**src/rtl/st2_id_ex_pipe.sv**
```systemverilog
// ID/EX pipeline register for the 16-bit datapath: load-use bubble insertion,
// branch-flush squashing and the HALT drain sequence that freezes fetch.
module st2_id_ex_pipe #(
  parameter int DATA_W       = 16,
  parameter int REG_ADDR_W   = 4,
  parameter int DRAIN_CYCLES = 3
) (
  input  logic                  clk,
  input  logic                  rst,
  input  logic                  id_valid,
  input  logic [1:0]            id_SE_Sel,
  input  logic [1:0]            id_regWrite,
  input  logic [1:0]            id_memRead,
  input  logic [1:0]            id_memWrite,
  input  logic [3:0]            id_ALUop,
  input  logic [3:0]            id_ctrlOp,
  input  logic                  id_R15Write,
  input  logic                  id_ALUsrc1,
  input  logic                  id_ALUsrc2,
  input  logic                  id_memToReg,
  input  logic [DATA_W-1:0]     id_rd1,
  input  logic [DATA_W-1:0]     id_rd2,
  input  logic [DATA_W-1:0]     id_imm,
  input  logic [DATA_W-1:0]     id_pc,
  input  logic [REG_ADDR_W-1:0] id_rs,
  input  logic [REG_ADDR_W-1:0] id_rt,
  input  logic [REG_ADDR_W-1:0] id_wr_addr,
  input  logic                  flush,
  output logic                  ex_valid,
  output logic [1:0]            ex_SE_Sel,
  output logic [1:0]            ex_regWrite,
  output logic [1:0]            ex_memRead,
  output logic [1:0]            ex_memWrite,
  output logic [3:0]            ex_ALUop,
  output logic [3:0]            ex_ctrlOp,
  output logic                  ex_R15Write,
  output logic                  ex_ALUsrc1,
  output logic                  ex_ALUsrc2,
  output logic                  ex_memToReg,
  output logic [DATA_W-1:0]     ex_rd1,
  output logic [DATA_W-1:0]     ex_rd2,
  output logic [DATA_W-1:0]     ex_imm,
  output logic [DATA_W-1:0]     ex_pc,
  output logic [REG_ADDR_W-1:0] ex_rs,
  output logic [REG_ADDR_W-1:0] ex_rt,
  output logic [REG_ADDR_W-1:0] ex_wr_addr,
  output logic                  stall,
  output logic                  halted
);

  localparam int CNT_W = $clog2(DRAIN_CYCLES + 1);

  typedef enum logic [1:0] {RUN = 2'd0, DRAIN = 2'd1, HALTED = 2'd2} state_t;

  typedef struct packed {
    logic                  valid;
    logic [1:0]            SE_Sel;
    logic [1:0]            regWrite;
    logic [1:0]            memRead;
    logic [1:0]            memWrite;
    logic [3:0]            ALUop;
    logic [3:0]            ctrlOp;
    logic                  R15Write;
    logic                  ALUsrc1;
    logic                  ALUsrc2;
    logic                  memToReg;
    logic [DATA_W-1:0]     rd1;
    logic [DATA_W-1:0]     rd2;
    logic [DATA_W-1:0]     imm;
    logic [DATA_W-1:0]     pc;
    logic [REG_ADDR_W-1:0] rs;
    logic [REG_ADDR_W-1:0] rt;
    logic [REG_ADDR_W-1:0] wr_addr;
  } ex_word_t;

  state_t     state_q, state_d;
  logic [CNT_W-1:0] cnt_q, cnt_d;
  logic       halted_q, halted_d;
  ex_word_t   ex_q, ex_d, id_word;
  logic       load_use;

  always_comb begin
    id_word.valid    = id_valid;
    id_word.SE_Sel   = id_SE_Sel;
    id_word.regWrite = id_regWrite;
    id_word.memRead  = id_memRead;
    id_word.memWrite = id_memWrite;
    id_word.ALUop    = id_ALUop;
    id_word.ctrlOp   = id_ctrlOp;
    id_word.R15Write = id_R15Write;
    id_word.ALUsrc1  = id_ALUsrc1;
    id_word.ALUsrc2  = id_ALUsrc2;
    id_word.memToReg = id_memToReg;
    id_word.rd1      = id_rd1;
    id_word.rd2      = id_rd2;
    id_word.imm      = id_imm;
    id_word.pc       = id_pc;
    id_word.rs       = id_rs;
    id_word.rt       = id_rt;
    id_word.wr_addr  = id_wr_addr;
  end

  // A load in EX whose destination matches either ID source (R0 included).
  assign load_use = ex_q.valid && (ex_q.memRead != 2'b00) && (ex_q.regWrite != 2'b00) &&
                    id_valid && ((id_rs == ex_q.wr_addr) || (id_rt == ex_q.wr_addr));

  assign stall = load_use || (state_q != RUN);

  always_comb begin
    ex_d     = '0;
    state_d  = state_q;
    cnt_d    = cnt_q;
    halted_d = halted_q;
    case (state_q)
      RUN: begin
        if (!load_use && !flush) begin
          ex_d = id_word;
          if (id_valid && (id_ctrlOp == 4'b0000)) begin
            state_d = DRAIN;
            cnt_d   = CNT_W'(DRAIN_CYCLES);
          end
        end
      end
      DRAIN: begin
        cnt_d = cnt_q - CNT_W'(1);
        if (cnt_q == CNT_W'(1)) begin
          state_d  = HALTED;
          halted_d = 1'b1;
        end
      end
      HALTED: ;
      default: state_d = RUN;
    endcase
  end

  always_ff @(posedge clk or posedge rst) begin
    if (rst) begin
      state_q  <= RUN;
      cnt_q    <= '0;
      halted_q <= 1'b0;
      ex_q     <= '0;
    end else begin
      state_q  <= state_d;
      cnt_q    <= cnt_d;
      halted_q <= halted_d;
      ex_q     <= ex_d;
    end
  end

  assign halted      = halted_q;
  assign ex_valid    = ex_q.valid;
  assign ex_SE_Sel   = ex_q.SE_Sel;
  assign ex_regWrite = ex_q.regWrite;
  assign ex_memRead  = ex_q.memRead;
  assign ex_memWrite = ex_q.memWrite;
  assign ex_ALUop    = ex_q.ALUop;
  assign ex_ctrlOp   = ex_q.ctrlOp;
  assign ex_R15Write = ex_q.R15Write;
  assign ex_ALUsrc1  = ex_q.ALUsrc1;
  assign ex_ALUsrc2  = ex_q.ALUsrc2;
  assign ex_memToReg = ex_q.memToReg;
  assign ex_rd1      = ex_q.rd1;
  assign ex_rd2      = ex_q.rd2;
  assign ex_imm      = ex_q.imm;
  assign ex_pc       = ex_q.pc;
  assign ex_rs       = ex_q.rs;
  assign ex_rt       = ex_q.rt;
  assign ex_wr_addr  = ex_q.wr_addr;

endmodule
```
**config.mk**
```make
export PLATFORM = sky130hd
export DESIGN_NAME = st2_id_ex_pipe
export DESIGN_NICKNAME = d
export VERILOG_FILES = /design/src/rtl/st2_id_ex_pipe.sv
export SDC_FILE = /design/constraint.sdc
export NUM_CORES = 1
export LEC_CHECK = 0
export CAP_MARGIN = 15
export CORE_ASPECT_RATIO = 1.75
export CORE_UTILIZATION = 42
export CTS_CLUSTER_SIZE = 24
export DETAILED_ROUTE_END_ITERATION = 8
export GPL_TIMING_DRIVEN = 0
export PLACE_DENSITY = 0.95
export SLEW_MARGIN = 10
export SYNTH_ARGS = -nofsm -noshare
export SYNTH_HDL_FRONTEND = slang
export SYNTH_SLANG_ARGS = --single-unit
```
**constraint.sdc**
```tcl
create_clock -name clk -period 5.3 [get_ports clk]
set_input_delay 1.325 -clock clk [delete_from_list [all_inputs] [get_ports clk]]
set_output_delay 1.325 -clock clk [all_outputs]
set_load 0.01 [all_outputs]
```
Word level (Yosys, flattened, before mapping)
Index checks and enable logic that the tools add are counted.
W data, S select, Z words.
{"block": "op_classes", "n_addsub": 1, "n_eq_ne": 8, "mux": 9, "bitwise": 1, "n_reduce_logical": 19}
{"cell": "$mux W97", "n": 2}
{"cell": "$mux W2", "n": 5}
{"cell": "$eq A4 B4 Y1", "n": 2}
{"cell": "$reduce_bool A2 Y1", "n": 4}
{"cell": "$logic_and A1 B1 Y1", "n": 6}
{"cell": "$ne A2 B2 Y1 const B", "n": 3}
{"cell": "$pmux W2 S3", "n": 1}
{"cell": "$eq A2 B1 Y1 const B", "n": 2}
{"cell": "$logic_not A4 Y1", "n": 1}
{"cell": "$pmux W2 S2", "n": 1}
{"cell": "$reduce_and A4 Y1", "n": 1}
{"cell": "$reduce_and A3 Y1", "n": 1}
{"cell": "$eq A2 B2 Y1 const B", "n": 1}
{"cell": "$logic_not A1 Y1", "n": 2}
{"cell": "$logic_not A2 Y1", "n": 1}
{"cell": "$logic_or A1 B1 Y1", "n": 2}
{"cell": "$reduce_and A2 Y1", "n": 1}
{"cell": "$sub A2 B1 Y2 const B", "n": 1}
{"cell": "$not A1 Y1", "n": 1}
{"block": "totals", "ff_bits": 102, "inputBits": 100, "output_inout_bits": 99, "elab_cells": 59}

Logic depth before layout (Yosys ltp)
Gate-level depths: netlist (run 1).
{"block": "depth", "word_depth": 9, "ltp_mapped": 6, "mapped_depth_nobuf": 4}

Least setup slack after synthesis (run 1)
Ideal clock, no wire load.
{"block": "synth_timing", "path_type": "input -> output", "from": "input id_rt[2]", "to": "output stall", "arrival_time_ns": 2.194, "t_required_ns": 3.975, "path_slack_ns": 1.781, "cell_stages": 5, "n_path_buf": 1, "cell_sequence": "xnor2_1 > nand4_1 > a211oi_1 > buf_4 > or3_1"}
{"block": "synth_between", "elab_chain_cells": 4}
{"item": "start, declared", "line_no": "26", "rtl": "input logic [REG_ADDR_W-1:0] id_rt,"}
{"item": "$eq A4 B4 Y1", "line_no": "105", "rtl": "id_valid && ((id_rs == ex_q.wr_addr) || (id_rt == ex_q.wr_addr));"}
{"item": "$logic_or A1 B1 Y1", "line_no": "105"}
{"item": "$logic_and A1 B1 Y1", "line_no": "105"}
{"item": "$logic_or A1 B1 Y1", "line_no": "107", "rtl": "assign stall = load_use || (state_q != RUN);"}
{"item": "end, declared", "line_no": "47", "rtl": "output logic stall,"}
Every way passes these cells.

Final worst setup path (run 1)
{"block": "layout_timing", "from": "input id_rt[3]", "to": "output stall"}
Same word-level chain as after synthesis.

==> results of run 1 <==
[cell usage after synthesis (2+ instances only)]
library cell | instances | share of area [%]
nand4_1 | 2 | 0.34
xnor2_1 | 9 | 2.1
dfrtp_1 | 102 | 69
inv_1 | 4 | 0.41
nor3b_1 | 97 | 20
o21ai_0 | 2 | 0.27
clkbuf_1 | 7 | 0.71
nor2_1 | 2 | 0.20
buf_6 | 12 | 3.7
or3_1 | 3 | 0.51
buf_2 | 2 | 0.27
[kinds of logic (layout without fill, tap and decap cells)]
kind of cell / count (synthesis) / count (layout) / synth area share [%]
AND/OR/NAND/NOR: 109 / 109 / 21.6
flip-flops: 102 / 102 / 69.4
buffers and inverters: 26 / 240 / 5.27
XOR/XNOR: 9 / 9 / 2.14
AO/OA/AOI/OAI: 7 / 7 / 1.29
adder cells (fa/ha/maj): 1 / 1 / 0.340
[final timing paths]
path                                         start                   end  slack [ns]
setup / recovery                          id_rt[3]                 stall        0.60
hold / removal                  halted$_DFFE_PP0P_    halted$_DFFE_PP0P_        0.48
setup reg to reg           ex_wr_addr[2]$_DFF_PP0_  ex_imm[10]$_DFF_PP0_        3.57
hold reg to reg                 halted$_DFFE_PP0P_    halted$_DFFE_PP0P_        0.48
max in group asynchronous                      rst    ex_valid$_DFF_PP0_        3.18
min in group asynchronous                      rst   ex_rd2[8]$_DFF_PP0_        1.46
[metal layers]
metal,vias up,global-route usage (%)
met5,-,0
met4,0,12.7
met3,31,6.16
met2,142,45.8
met1,1351,23.7
li1,1289,-
[metrics by stage]
| step | util [%] | std cells | setup slack [ns] | hold slack [ns] |
|---|---|---|---|---|
| 2_1_floorplan | - | 254 | 1.30 | 0.446 |
| 3_3_place_gp | 69.4 | 567 | 0.0687 | 0.454 |
| 3_5_place_dp | 69.7 | 568 | 0.624 | 0.460 |
| 4_1_cts | 73.5 | 583 | 0.602 | 0.478 |
| 5_1_grt | 73.5 | 583 | 0.502 | 0.496 |
| 6_report | 73.5 | 583 | 0.604 | 0.478 |
[area by class of cell]
class / instances / area [sq um]
Multi-Input combinational cell: 126 / 933
Sequential cell: 102 / 2550
Inverter: 4 / 17.5
Timing Repair Buffer: 199 / 2010
Tap cell: 115 / 144
Fill cell: 559 / 2220
Clock inverter: 6 / 86.3
Buffer: 22 / 179
Clock buffer: 9 / 225
[power breakdown]
group / switching (mW) / total (mW) / leakage, nW / internal (mW)
sequential: 0 / 0.778 / 1.42 / 0.778
clock: 0.272 / 0.683 / 0.152 / 0.411
combinational: 0.0292 / 0.106 / 0.983 / 0.0772
total: 0.301 / 1.57 / 2.55 / 1.27
[worst register-to-register path: cells and delay by family, from the launching register on]
family | cells | cell delay (ns)
buf+inv | 2 | 0.46
flops | 1 | 0.43
simple gates | 2 | 0.23
xor+xnor | 1 | 0.20
compound gates | 1 | 0.28
[state kept, by name, summed over array words and instances, names as in the netlist]
register,flops
ex_imm,16
ex_pc,16
ex_rd1,16
ex_rd2,16
ex_ALUop,4
ex_ctrlOp,4
ex_rs,4
ex_rt,4
ex_wr_addr,4
cnt_q,2
ex_SE_Sel,2
ex_memRead,2
ex_memWrite,2
ex_regWrite,2
state_q,2
ex_ALUsrc1,1
ex_ALUsrc2,1
ex_R15Write,1
ex_memToReg,1
ex_valid,1
halted,1
==> results.py, run 1 <==
metrics = {
    "hold_path": {
        "hold_path_class": "flop to flop",
        "hold_depth": 1,
    },
    "clock_network": {
        "cts-resized-gates": 0,
        "cts-hold-fix-buffers": 0,
        "clk_pin_slew_worst_paths_ns": 0.06,
        "clock_latency_ns": 0.34,
        "cts_tree": "yes",
        "clockRootBuffer": "clkbuf_16",
        "h-tree-depth": 3,
        "clock-sinks": 102,
        "post-cts-setup-buffers": 0,
        "cts_inserted_buffers": 9,
        "cts_buffer_depth": 2,
    },
    "detailed_routing": {
        "wl_met1_microns": 3520,
        "drt_pass1_iterations": 5,
        "drt_iter0_drc": 137,
        "met2_length_microns": 6020,
        "highest_layer": "met4",
        "routedWlPerCell_microns": 18.1,
        "vias": 2813,
        "detail-route-antenna-nets": 0,
        "wl_met3_microns": 570,
        "routed_wirelength_microns": 10600,
        "post-route-drc-count": 0,
        "vias_per_cell": 4.83,
    },
    "grt": {
        "grt_max_degree": 53,
        "grt-ovfl-total": 0,
        "grt_antenna_before_repair": 0,
        "grt_pass1_vias": 3102,
        "grt_pass1_wl_microns": 16300,
        "grt_usage_pct": 24.5,
    },
    "placed_design": {
        "dpl_cell_area_sq_um": 5840,
        "gp_congestion": 0.796,
        "dp_hpwl_microns": 8000,
        "port_buffers": 198,
    },
    "floorplanning": {
        "die_h_microns": 126,
        "die_w_microns": 72.8,
        "start_util_pct": 44.0,
        "fp-row-count": 44,
        "num_io_pins": 199,
        "coreArea_sq_um": 8370,
        "die_area_sq_um": 9150,
    },
    "setup_path": {
        "path_class": "primary input to output port",
        "startpoint_type": "primary input",
        "worst_setup_path_end_kind": "output port",
        "path_delay_family": "buffers and inverters",
        "slowest_delay_ns": 0.54,
        "path_max_fanout": 10,
        "crit_buf_inv": 3,
        "crit_slowest_cell": "clkdlybuf4s50_1",
        "arrival_ns": 3.37,
        "path_cells": "clkdlybuf4s50_1 -> xnor2_1 -> nand4_1 -> a211oi_1 -> buf_4 -> or3_1 -> clkdlybuf4s50_1",
        "cpMostUsedCell": "clkdlybuf4s50_1",
        "required_ns": 3.97,
        "rr_worst_depth": 6,
        "cp.depth": 7,
    },
    "timing": {
        "skew_ns": 0.00608,
        "fmaxAchievable_ghz": 0.213,
        "slew_viol_final": 0,
        "rsz0062_at_grt": "no",
        "setup_violations": 0,
        "max_slew.worst_pin.slew_ns": 0.652,
        "fin_crit_ns": 4.70,
        "hold_viol_final": 0,
        "max-slew-margin-rel_pct": 56.6,
        "timing.final.crit_share_pct": 88.6,
        "fin_tns_setup_ns": 0,
    },
    "cells_and_area": {
        "mostFrequentLayoutCell": "clkdlybuf4s50_1",
        "nNetsFinal": 565,
        "final_cell_mix": "clkdlybuf4s50_1, dfrtp_1, nor3b_1",
        "area_delta_synth_final_pct": 67.1,
        "diodes": 0,
        "drive_gt1_share_pct": 6.84,
        "fin_area_sq_um": 6150,
    },
    "logic_synthesis": {
        "syn_avg_cell_area_sq_um": 14.5,
        "syn_nets": 355,
        "ys.flop_type": "dfrtp_1",
        "ys_ff_latch": 102,
        "syn_area_sq_um": 3680,
        "synthArstFlopShare_pct": 100,
        "ys_types": 23,
        "ys_seq_area_share_pct": 69.4,
        "synth_edf_count": 0,
        "ys_warn_count": 0,
        "synth_cells": 254,
    },
    "power": {
        "total_power_mw": 1.57,
        "powerDensity_nw_per_um2": 255,
        "vdd_drop_max_uv": 191,
        "p_leak_nw": 2.55,
    },
    "outcome": {
        "status": "complete, no violations",
    },
    "flow_run": {
        "cap_violations": 0,
    },
}
Note: power is estimated with default switching activity, not from simulation.
==> inputs of run 2 (changes only) <==
--- a/config.mk
+++ b/config.mk
@@ -6,12 +6,15 @@
 export NUM_CORES = 1
 export LEC_CHECK = 0
 export CAP_MARGIN = 15
+export CELL_PAD_IN_SITES_DETAIL_PLACEMENT = 1
+export CELL_PAD_IN_SITES_GLOBAL_PLACEMENT = 1
 export CORE_ASPECT_RATIO = 1.75
-export CORE_UTILIZATION = 42
+export CORE_UTILIZATION = 32
 export CTS_CLUSTER_SIZE = 24
 export DETAILED_ROUTE_END_ITERATION = 8
 export GPL_TIMING_DRIVEN = 0
 export PLACE_DENSITY = 0.95
+export SKIP_LAST_GASP = 1
 export SLEW_MARGIN = 10
 export SYNTH_ARGS = -nofsm -noshare
 export SYNTH_HDL_FRONTEND = slang
==> run 2 against run 1 <==
  * Register-to-register slack about the same
  * Non-clock buffer count unchanged
  * Critical path depth unchanged
  * Clock power down 9.2%
  * Sequential power about the same
  * Die area up 31%
  * Largest cell class unchanged
  * Flip-flop and latch count unchanged
  * Final area down 0.14%
  * Highest routed layer unchanged
==> results.py, run 2 (synthesis results as in run 1) <==
metrics = {
    "timing": {
        "max_slew.worst_pin.slew_ns": 0.528,
        "fin_tns_setup_ns": 0,
        "slew_viol_final": 0,
        "fmaxAchievable_ghz": 0.209,
        "setup_ws_ns": 0.524,
        "rsz0062_at_grt": "no",
        "fin_crit_ns": 4.78,
        "setup_violations": 0,
        "skew_ns": 0.00995,
        "timing.final.crit_share_pct": 90.1,
        "max-slew-margin-rel_pct": 64.8,
        "hold-worst-slack_ns": 0.481,
        "hold_viol_final": 0,
    },
    "placed_design": {
        "port_buffers": 198,
        "gp_congestion": 0.749,
        "dpl_cell_area_sq_um": 5860,
        "dp_hpwl_microns": 9110,
        "dp.cells": 585,
        "pre_cts_ws_ns": 0.525,
    },
    "clock_network": {
        "cts_buffer_depth": 2,
        "cts_inserted_buffers": 9,
        "cts-resized-gates": 0,
        "clock_latency_ns": 0.34,
        "post-cts-setup-buffers": 0,
        "cts-hold-fix-buffers": 0,
        "clock-sinks": 102,
        "h-tree-depth": 3,
        "clk_pin_slew_worst_paths_ns": 0.06,
        "cts_tree": "yes",
        "clockRootBuffer": "clkbuf_16",
    },
    "detailed_routing": {
        "drt_pass1_iterations": 4,
        "vias": 2871,
        "vias_per_cell": 4.78,
        "routed_wirelength_microns": 11500,
        "routedWlPerCell_microns": 19.1,
        "drt_iter0_drc": 67,
        "post-route-drc-count": 0,
        "detail-route-antenna-nets": 0,
    },
    "cells_and_area": {
        "mostFrequentLayoutCell": "clkdlybuf4s50_1",
        "area_delta_synth_final_pct": 66.8,
        "fin_area_sq_um": 6140,
        "final_util_pct": 55.0,
        "diodes": 0,
        "drive_gt1_share_pct": 7.04,
        "nNetsFinal": 565,
        "stdcell_count": 601,
        "final_cell_mix": "clkdlybuf4s50_1, dfrtp_1, nor3b_1",
        "nFillCells": 1153,
    },
    "floorplanning": {
        "die_area_sq_um": 11900,
        "die_h_microns": 144,
        "fp-row-count": 51,
        "coreArea_sq_um": 11200,
        "die_w_microns": 83.1,
        "start_util_pct": 33.0,
        "num_io_pins": 199,
    },
    "setup_path": {
        "required_ns": 3.97,
        "rrSetupSlack_ns": 3.58,
        "cpMostUsedCell": "clkdlybuf4s50_1",
        "rr_worst_depth": 6,
        "startpoint_type": "primary input",
        "path_max_fanout": 10,
        "r2r_start": "ex_wr_addr[3]$_DFF_PP0_",
        "path_cells": "clkdlybuf4s50_1 -> xnor2_1 -> nand4_1 -> a211oi_1 -> buf_4 -> or3_1 -> clkdlybuf4s50_1",
        "path_class": "primary input to output port",
        "path_delay_family": "buffers and inverters",
        "crit_slowest_cell": "clkdlybuf4s50_1",
        "crit_buf_inv": 3,
        "worst_setup_path_end_kind": "output port",
        "slowest_delay_ns": 0.58,
        "r2r_end": "ex_pc[13]$_DFF_PP0_",
        "arrival_ns": 3.45,
    },
    "grt": {
        "grt_pass1_vias": 3282,
        "grt-ovfl-total": 0,
        "grt_max_degree": 64,
        "grt_pass1_wl_microns": 17800,
        "grt_usage_pct": 19.7,
        "grt_antenna_before_repair": 0,
    },
    "hold_path": {
        "min-delay-start": "halted$_DFFE_PP0P_",
        "hold_depth": 1,
        "hold_path_class": "flop to flop",
        "whs_endpoint": "halted$_DFFE_PP0P_",
    },
    "power": {
        "vdd_drop_max_uv": 157,
        "total_power_mw": 1.50,
        "p_leak_nw": 2.53,
        "powerDensity_nw_per_um2": 245,
    },
    "outcome": {
        "status": "complete, no violations",
    },
    "flow_run": {
        "cap_violations": 0,
    },
}
==> run 2: power by group <==
group	switching [mW]	internal (mW)
sequential	0	0.778
clock	0.296	0.324
combinational	0.0291	0.0773
==> run 2: area by class of cell <==
| class | count | area (sq um) | area share (%) |
|---|---|---|---|
| buffer | 22 | 179 | 2.91 |
| clock buffer | 9 | 225 | 3.67 |
| clock inverter | 7 | 56.3 | 0.917 |
| inverter | 4 | 17.5 | 0.285 |
| multi-input combinational | 126 | 933 | 15.2 |
| sequential | 102 | 2550 | 41.6 |
| tap | 132 | 165 | 2.69 |
| timing repair buffer | 199 | 2010 | 32.7 |
==> run 2: worst max-delay path by stage <==
stage	to	cells past startpoint	start	slack [ns]
after global placement	ex_SE_Sel[1]$_DFF_PP0_	2	rst	-0.01
after global routing	stall	7	id_rt[3]	0.44
after floorplan	cnt_q[0]$_DFFE_PP0P_	1	rst	1.30
after CTS	stall	7	id_rt[3]	0.50
final	stall	7	id_rt[3]	0.52
after detailed placement	stall	7	id_rt[3]	0.53
==> run 2: layer usage <==
metal,share of wire (%),vias to the layer above,global-route usage (%),wire length (microns)
met5,0,-,0,0
met2,60,127,39.5,6860
met4,3.3,0,8.98,374
li1,-,1288,-,-
met3,4.5,24,3.91,518
met1,32,1432,19.0,3710
